<file path="src/rtl/motor_cmd_sequencer.sv">
// motor_cmd_sequencer
//   Walks a synchronous command ROM and produces the slew-rate-limited
//   {dir, speed} drive word for the PWM block. Speed only changes on the slow
//   tick. Direction only changes at zero speed. Each target is held for
//   HOLD_TICKS ticks. An END word (16'h8000) or a stop pulse ramps the drive
//   down to a halt and returns the block to idle.
//
// Ports
//   clk        system clock, all logic on the rising edge
//   rst        synchronous reset, active low
//   tick       one-cycle ramp/dwell enable
//   start      pulse: run the table from address 0 (ignored while busy)
//   stop       pulse: abort, ramp to zero, go idle
//   rom_addr   command ROM address (the last address fetched)
//   rom_data   ROM word, valid exactly one cycle after rom_addr
//   cmd_out    registered drive word {dir, speed[14:0]}
//   busy       high in every state except idle
//   done       one-cycle pulse in the first idle cycle after a halt
//   dbg_state  current FSM state, for observation only
//
// ROM interface: there is no handshake. rom_addr is presented for one full
// cycle (FETCH), and rom_data is sampled in the following cycle (LOAD) only.
module motor_cmd_sequencer #(
  parameter int ADDR_W     = 8,
  parameter int STEP       = 64,
  parameter int HOLD_TICKS = 2
) (
  input  logic              clk,
  input  logic              rst,
  input  logic              tick,
  input  logic              start,
  input  logic              stop,
  output logic [ADDR_W-1:0] rom_addr,
  input  logic [15:0]       rom_data,
  output logic [15:0]       cmd_out,
  output logic              busy,
  output logic              done,
  output logic [2:0]        dbg_state
);

  typedef enum logic [2:0] {
    S_IDLE  = 3'd0,
    S_FETCH = 3'd1,
    S_LOAD  = 3'd2,
    S_RAMP  = 3'd3,
    S_HOLD  = 3'd4,
    S_HALT  = 3'd5
  } state_e;

  localparam logic [15:0] STEP_W   = 16'(STEP);
  localparam logic [15:0] HOLD_W   = 16'(HOLD_TICKS);
  localparam logic [15:0] END_WORD = 16'h8000;
  localparam bit          HAS_HOLD = (HOLD_TICKS > 0);

  state_e            state_q, state_d;
  logic [ADDR_W-1:0] addr_q, addr_d;
  logic [ADDR_W-1:0] rom_addr_q, rom_addr_d;
  logic              tgt_dir_q, tgt_dir_d;
  logic [14:0]       tgt_spd_q, tgt_spd_d;
  logic              dir_q, dir_d;
  logic [14:0]       spd_q, spd_d;
  logic [15:0]       dwell_q, dwell_d;
  logic              done_q, done_d;

  // Slew arithmetic in 16 bits so that neither the add nor the subtract can
  // wrap before the clamp is applied.
  logic [15:0] spd_w, tgt_w;
  logic [15:0] spd_dn, spd_up;
  logic [15:0] spd_dn_zero, spd_dn_tgt, spd_up_tgt;
  logic        at_target;

  assign spd_w       = {1'b0, spd_q};
  assign tgt_w       = {1'b0, tgt_spd_q};
  assign spd_dn      = spd_w - STEP_W;
  assign spd_up      = spd_w + STEP_W;
  assign spd_dn_zero = (spd_w > STEP_W) ? spd_dn : 16'd0;
  assign spd_dn_tgt  = (spd_w > (tgt_w + STEP_W)) ? spd_dn : tgt_w;
  assign spd_up_tgt  = (spd_up < tgt_w) ? spd_up : tgt_w;
  assign at_target   = (dir_q == tgt_dir_q) && (spd_q == tgt_spd_q);

  always_comb begin
    state_d    = state_q;
    addr_d     = addr_q;
    rom_addr_d = rom_addr_q;
    tgt_dir_d  = tgt_dir_q;
    tgt_spd_d  = tgt_spd_q;
    dir_d      = dir_q;
    spd_d      = spd_q;
    dwell_d    = dwell_q;
    done_d     = 1'b0;

    unique case (state_q)
      S_IDLE: begin
        // A simultaneous stop cancels the start.
        if (start && !stop) begin
          addr_d     = '0;
          rom_addr_d = '0;
          state_d    = S_FETCH;
        end
      end
      S_FETCH: state_d = S_LOAD;
      S_LOAD: begin
        addr_d = addr_q + 1'b1;
        if (rom_data == END_WORD) begin
          // END keeps the current direction and targets zero speed.
          tgt_spd_d = '0;
          state_d   = S_HALT;
        end else begin
          tgt_dir_d = rom_data[15];
          tgt_spd_d = rom_data[14:0];
          state_d   = S_RAMP;
        end
      end
      S_RAMP: begin
        // Arrival is checked every cycle, not only on ticks.
        if (at_target) begin
          if (HAS_HOLD) begin
            dwell_d = '0;
            state_d = S_HOLD;
          end else begin
            rom_addr_d = addr_q;
            state_d    = S_FETCH;
          end
        end else if (tick) begin
          if (dir_q != tgt_dir_q) begin
            // Reversal: bleed speed to zero first, then spend one tick
            // flipping direction at zero speed.
            if (spd_q != 15'd0) spd_d = spd_dn_zero[14:0];
            else                dir_d = tgt_dir_q;
          end else if (spd_q < tgt_spd_q) begin
            spd_d = spd_up_tgt[14:0];
          end else begin
            spd_d = spd_dn_tgt[14:0];
          end
        end
      end
      S_HOLD: begin
        if (tick) begin
          dwell_d = dwell_q + 16'd1;
          if ((dwell_q + 16'd1) == HOLD_W) begin
            rom_addr_d = addr_q;
            state_d    = S_FETCH;
          end
        end
      end
      S_HALT: begin
        if (spd_q == 15'd0) begin
          state_d = S_IDLE;
          done_d  = 1'b1;
        end else if (tick) begin
          spd_d = spd_dn_zero[14:0];
        end
      end
      default: state_d = S_IDLE;
    endcase

    // Abort from any active state other than HALT. Everything else computed
    // above, including pending LOAD data and any ramp step, is discarded.
    if (stop && (state_q != S_IDLE) && (state_q != S_HALT)) begin
      state_d    = S_HALT;
      addr_d     = addr_q;
      rom_addr_d = rom_addr_q;
      tgt_dir_d  = tgt_dir_q;
      tgt_spd_d  = '0;
      dir_d      = dir_q;
      spd_d      = spd_q;
      dwell_d    = dwell_q;
    end
  end

  always_ff @(posedge clk) begin
    if (!rst) begin
      state_q    <= S_IDLE;
      addr_q     <= '0;
      rom_addr_q <= '0;
      tgt_dir_q  <= 1'b0;
      tgt_spd_q  <= '0;
      dir_q      <= 1'b0;
      spd_q      <= '0;
      dwell_q    <= '0;
      done_q     <= 1'b0;
    end else begin
      state_q    <= state_d;
      addr_q     <= addr_d;
      rom_addr_q <= rom_addr_d;
      tgt_dir_q  <= tgt_dir_d;
      tgt_spd_q  <= tgt_spd_d;
      dir_q      <= dir_d;
      spd_q      <= spd_d;
      dwell_q    <= dwell_d;
      done_q     <= done_d;
    end
  end

  assign rom_addr  = rom_addr_q;
  assign cmd_out   = {dir_q, spd_q};
  assign busy      = (state_q != S_IDLE);
  assign done      = done_q;
  assign dbg_state = state_q;

endmodule

</file>
<file path="config.mk">
export PLATFORM = sky130hd
export DESIGN_NAME = motor_cmd_sequencer
export DESIGN_NICKNAME = d
export VERILOG_FILES = /design/src/rtl/motor_cmd_sequencer.sv
export SDC_FILE = /design/constraint.sdc
export NUM_CORES = 1
export LEC_CHECK = 0
export BUFFER_PORTS_ARGS = -buffer_cell sky130_fd_sc_hd__buf_4
export CAP_MARGIN = 40
export CORE_MARGIN = 2
export CORE_UTILIZATION = 45
export CTS_CLUSTER_DIAMETER = 50
export DETAILED_ROUTE_END_ITERATION = 10
export PLACE_DENSITY = 0.67
export SLEW_MARGIN = 15
export SYNTH_ARGS = -nofsm -noshare
export SYNTH_HDL_FRONTEND = slang
export SYNTH_SLANG_ARGS = --single-unit
</file>
<file path="constraint.sdc">
create_clock -name clk -period 2.8 [get_ports clk]
set_input_delay 0.42 -clock clk [delete_from_list [all_inputs] [get_ports clk]]
set_output_delay 0.42 -clock clk [all_outputs]
set_load 0.05 [all_outputs]
</file>
==> flow_summary.json <==
{
  "pin_count_of_the_biggest_net_entering_global_routing": 36,
  "post_cts_hold_buffer_count": 0,
  "drt_drc_violations_left": 0,
  "overall_power_mw": 3.71,
  "htree_num_levels": 3,
  "synth_largest_area_cell": "dfxtp_1",
  "fp.dieArea_sq_mm": 0.0118,
  "dr_total_vias": 4738,
  "finalHoldViolCount": 0,
  "antenna_found_initial": 0,
  "synth.lib_cells_used.distinct": 78,
  "mostFrequentLayoutCell": "nand2_1",
  "routed_via_density": 5.75,
  "worstPathArrival_ns": 3.03,
  "wire_per_inst_microns": 16.6,
  "cts.sink_count": 68,
  "first_global_vias": 4601,
  "floorplan.initialDensity_pct": 45.8,
  "setup-violations-final": 0,
  "layout_common_cells": "nand2_1, buf_4, dfxtp_1",
  "post_synth_main_area_contributors": "dfxtp_1, ha_1, nand2_1",
  "synth_cells": 621,
  "status": "finished, final reports clean",
  "synth_fp_nets": 683,
  "ff2ff_setup_slack_ns": 0.02,
  "synth_top_cell_area_share_pct": 27.5,
  "nets": 742,
  "synth_top_flop_cell": "dfxtp_1",
  "count_of_flip_flops_with_a_built_in_enable_after_synthesis": 0,
  "top_ports": 50,
  "synth_seq_cells": 68,
  "placement_setup_slack_ns": -0.0322,
  "path_max_fanout": 4,
  "global_route_usage_sum_pct": 24.3,
  "ant_nets": 0,
  "tritoncts": "yes",
  "maxClockFrequency_ghz": 0.360,
  "worstHoldStart": "rom_data[12]",
  "power-per-cell-area_mw_per_mm2": 630,
  "horizontal_extent_of_the_die_microns": 109,
  "num_rows": 38,
  "worst_skew_pair.late_latency_ns": 0.37,
  "die_boundary_height_microns": 109,
  "clock_pin_slew_of_the_registers_on_the_worst_case_setup_and_hold_paths_ns": 0.08,
  "dpl.hpwl_microns": 10300,
  "postLayoutSetupSlackWorst_ns": 0.0220,
  "fin_crit_sh_pct": 99.2,
  "layout-drive-gt1-share_pct": 23.0,
  "design.core.area_sq_mm": 0.0108,
  "gr-total-overflow": 0,
  "path_class": "flip-flop to flip-flop",
  "worst_setup_path_start_kind": "flip-flop",
  "flow.area_growth_from_synthesis_pct": 18.9,
  "period_needed_ns": 2.78,
  "max-slew-margin-rel_pct": 56.2,
  "rr_worst_depth": 13,
  "grt_first_pass_wirelength_microns": 22500,
  "ir_drop_mv": 0.527,
  "synth-async-reset-ratio_pct": 0,
  "grt_setup_unrepaired": "true",
  "final_max_slew_viol_count": 0,
  "hold_path_end": "tgt_spd_q[12]",
  "worst_hold_path_type": "input port to flip-flop",
  "post_synthesis_sequential_area_ratio_pct": 27.5,
  "netlist_area_sq_mm": 0.00495,
  "filler_cell_count": 1025,
  "antennaDiodeCount": 0,
  "clock_tree.buffer_depth": 2,
  "gp_congestion": 0.957,
  "average_cell_area_after_synthesis_sq_um": 7.96,
  "first_drt_pass_iteration_count": 4,
  "end_kind": "flip-flop",
  "detail_route.iter0.violations": 271,
  "worstPathRequired_ns": 3.05,
  "synth.yosys.warnings": 0,
  "min_delay_path_depth": 3,
  "wire_length_after_detailed_routing_microns": 13700,
  "cts_root_buffer": "clkbuf_8",
  "portBuffers": 49,
  "cts_made_buffers": 9,
  "timing.max_cap.violations": 0,
  "source_of_the_worst_register_to_register_timing_path": "spd_q[11]",
  "worst_pin_slew_ns": 0.657,
  "worst_r2r_endpoint": "spd_q[7]",
  "p_leak_nw": 2.38,
  "clock_skew_ns": 0.0104
}
## state kept, by name, summed over array words and instances, names as in the netlist
register,flops
spd_q,15
dir_q,1
addr_q,8
tgt_spd_q,15
dwell_q,16
done,1
tgt_dir_q,1
dbg_state,3
rom_addr,8
## stage by stage
| stage | utilization (%) | TNS, ns | cell area [sq um] | instances | hold WS, ns |
|---|---|---|---|---|---|
| final | 54.5 | 0 | 5880 | 824 | 0.301 |
| after global routing | 54.5 | -0.420 | 5880 | 824 | 0.302 |
| after CTS | 53.3 | 0 | 5750 | 822 | 0.294 |
| after detailed placement | 51.5 | -0.132 | 5550 | 807 | 0.455 |
| after global placement | 51.5 | 0 | 5550 | 807 | 0.447 |
| after floorplan | - | -0.0547 | 5000 | 621 | 0.450 |
## where the power goes
part           leakage [nW]  total, mW  switching [mW]  internal [mW]
combinational          1.74       1.79            1.11          0.675
clock                0.0917      0.778           0.383          0.395
sequential            0.557       1.14           0.108           1.03
total                  2.38       3.71            1.61           2.10
## kinds of logic (layout without fill, tap and decap cells)
group                      Yosys count  after routing  synth area share [%]
AOI/OAI and AO/OA                  150            150                  20.2
xor gates and xnor gates            34             34                  6.02
adders and majority gates           41             41                  10.4
buffers and inverters               59            122                  6.12
DFF                                 68             68                  27.5
muxes                                4              4                 0.835
and+or+nand+nor                    265            265                  29.0
## cells in the mapped netlist, drive strengths merged, types with 8 or more instances
| cell | n |
|---|---|
| a31oi | 9 |
| ha | 41 |
| and2 | 10 |
| nor4 | 15 |
| xnor2 | 21 |
| buf | 15 |
| nand4 | 23 |
| nor2b | 8 |
| xor2 | 13 |
| nor3 | 15 |
| nand3 | 29 |
| a21oi | 36 |
| and3 | 9 |
| nand2 | 85 |
| clkbuf | 19 |
| a22o | 11 |
| o21ai | 46 |
| nor2 | 44 |
| dfxtp | 68 |
| inv | 24 |
## worst max-delay path: stages, from the launching register on
cell	delay (ns)
dfxtp_4	0.34
and4_4	0.24
and3_4	0.20
nand2_2	0.06
xnor2_2	0.15
ha_1	0.31
nand3_2	0.08
nor2_1	0.04
o21ai_1	0.06
a21oi_1	0.06
or4_4	0.58
and2_4	0.19
a2111oi_4	0.27
nor2_1	0.07
## area by class of cell
| type | instances | area [sq um] | share of cell area [%] |
|---|---|---|---|
| clock inverter | 1 | 5.00 | 0.0851 |
| tap | 140 | 175 | 2.98 |
| sequential | 68 | 1390 | 23.6 |
| timing repair buffer | 83 | 634 | 10.8 |
| clock buffer | 14 | 174 | 2.96 |
| inverter | 24 | 90.1 | 1.53 |
| multi-input combinational | 494 | 3410 | 58.0 |
## worst max-delay path by stage
stage / from / end / slack, ns
after global routing: spd_q[11] / spd_q[7] / -0.10
final: spd_q[11] / spd_q[7] / 0.02
after global placement: spd_q[8] / spd_q[1] / 0.004
after CTS: spd_q[11] / spd_q[7] / 0.01
after floorplan: spd_q[9] / spd_q[7] / -0.02
after detailed placement: spd_q[11] / spd_q[3] / -0.03
## routing by layer
layer | share of wire [%] | wire (microns) | GRT usage [%] | vias to the layer above
li1 | - | - | - | 2355
met1 | 46 | 6270 | 30.9 | 2237
met2 | 48 | 6500 | 41.0 | 126
met3 | 4.4 | 606 | 3.17 | 20
met4 | 2.1 | 287 | 10.6 | 0
met5 | 0 | 0 | 0 | -
## what timing repair did
item / 4_1_cts / 5_1_grt
setup endpoints to repair: 8 / 16
gates resized for setup: 3 / 28
buffers inserted: 0 / 2
pin swaps: 1 / 11
Note: power is estimated with default switching activity, not from simulation.
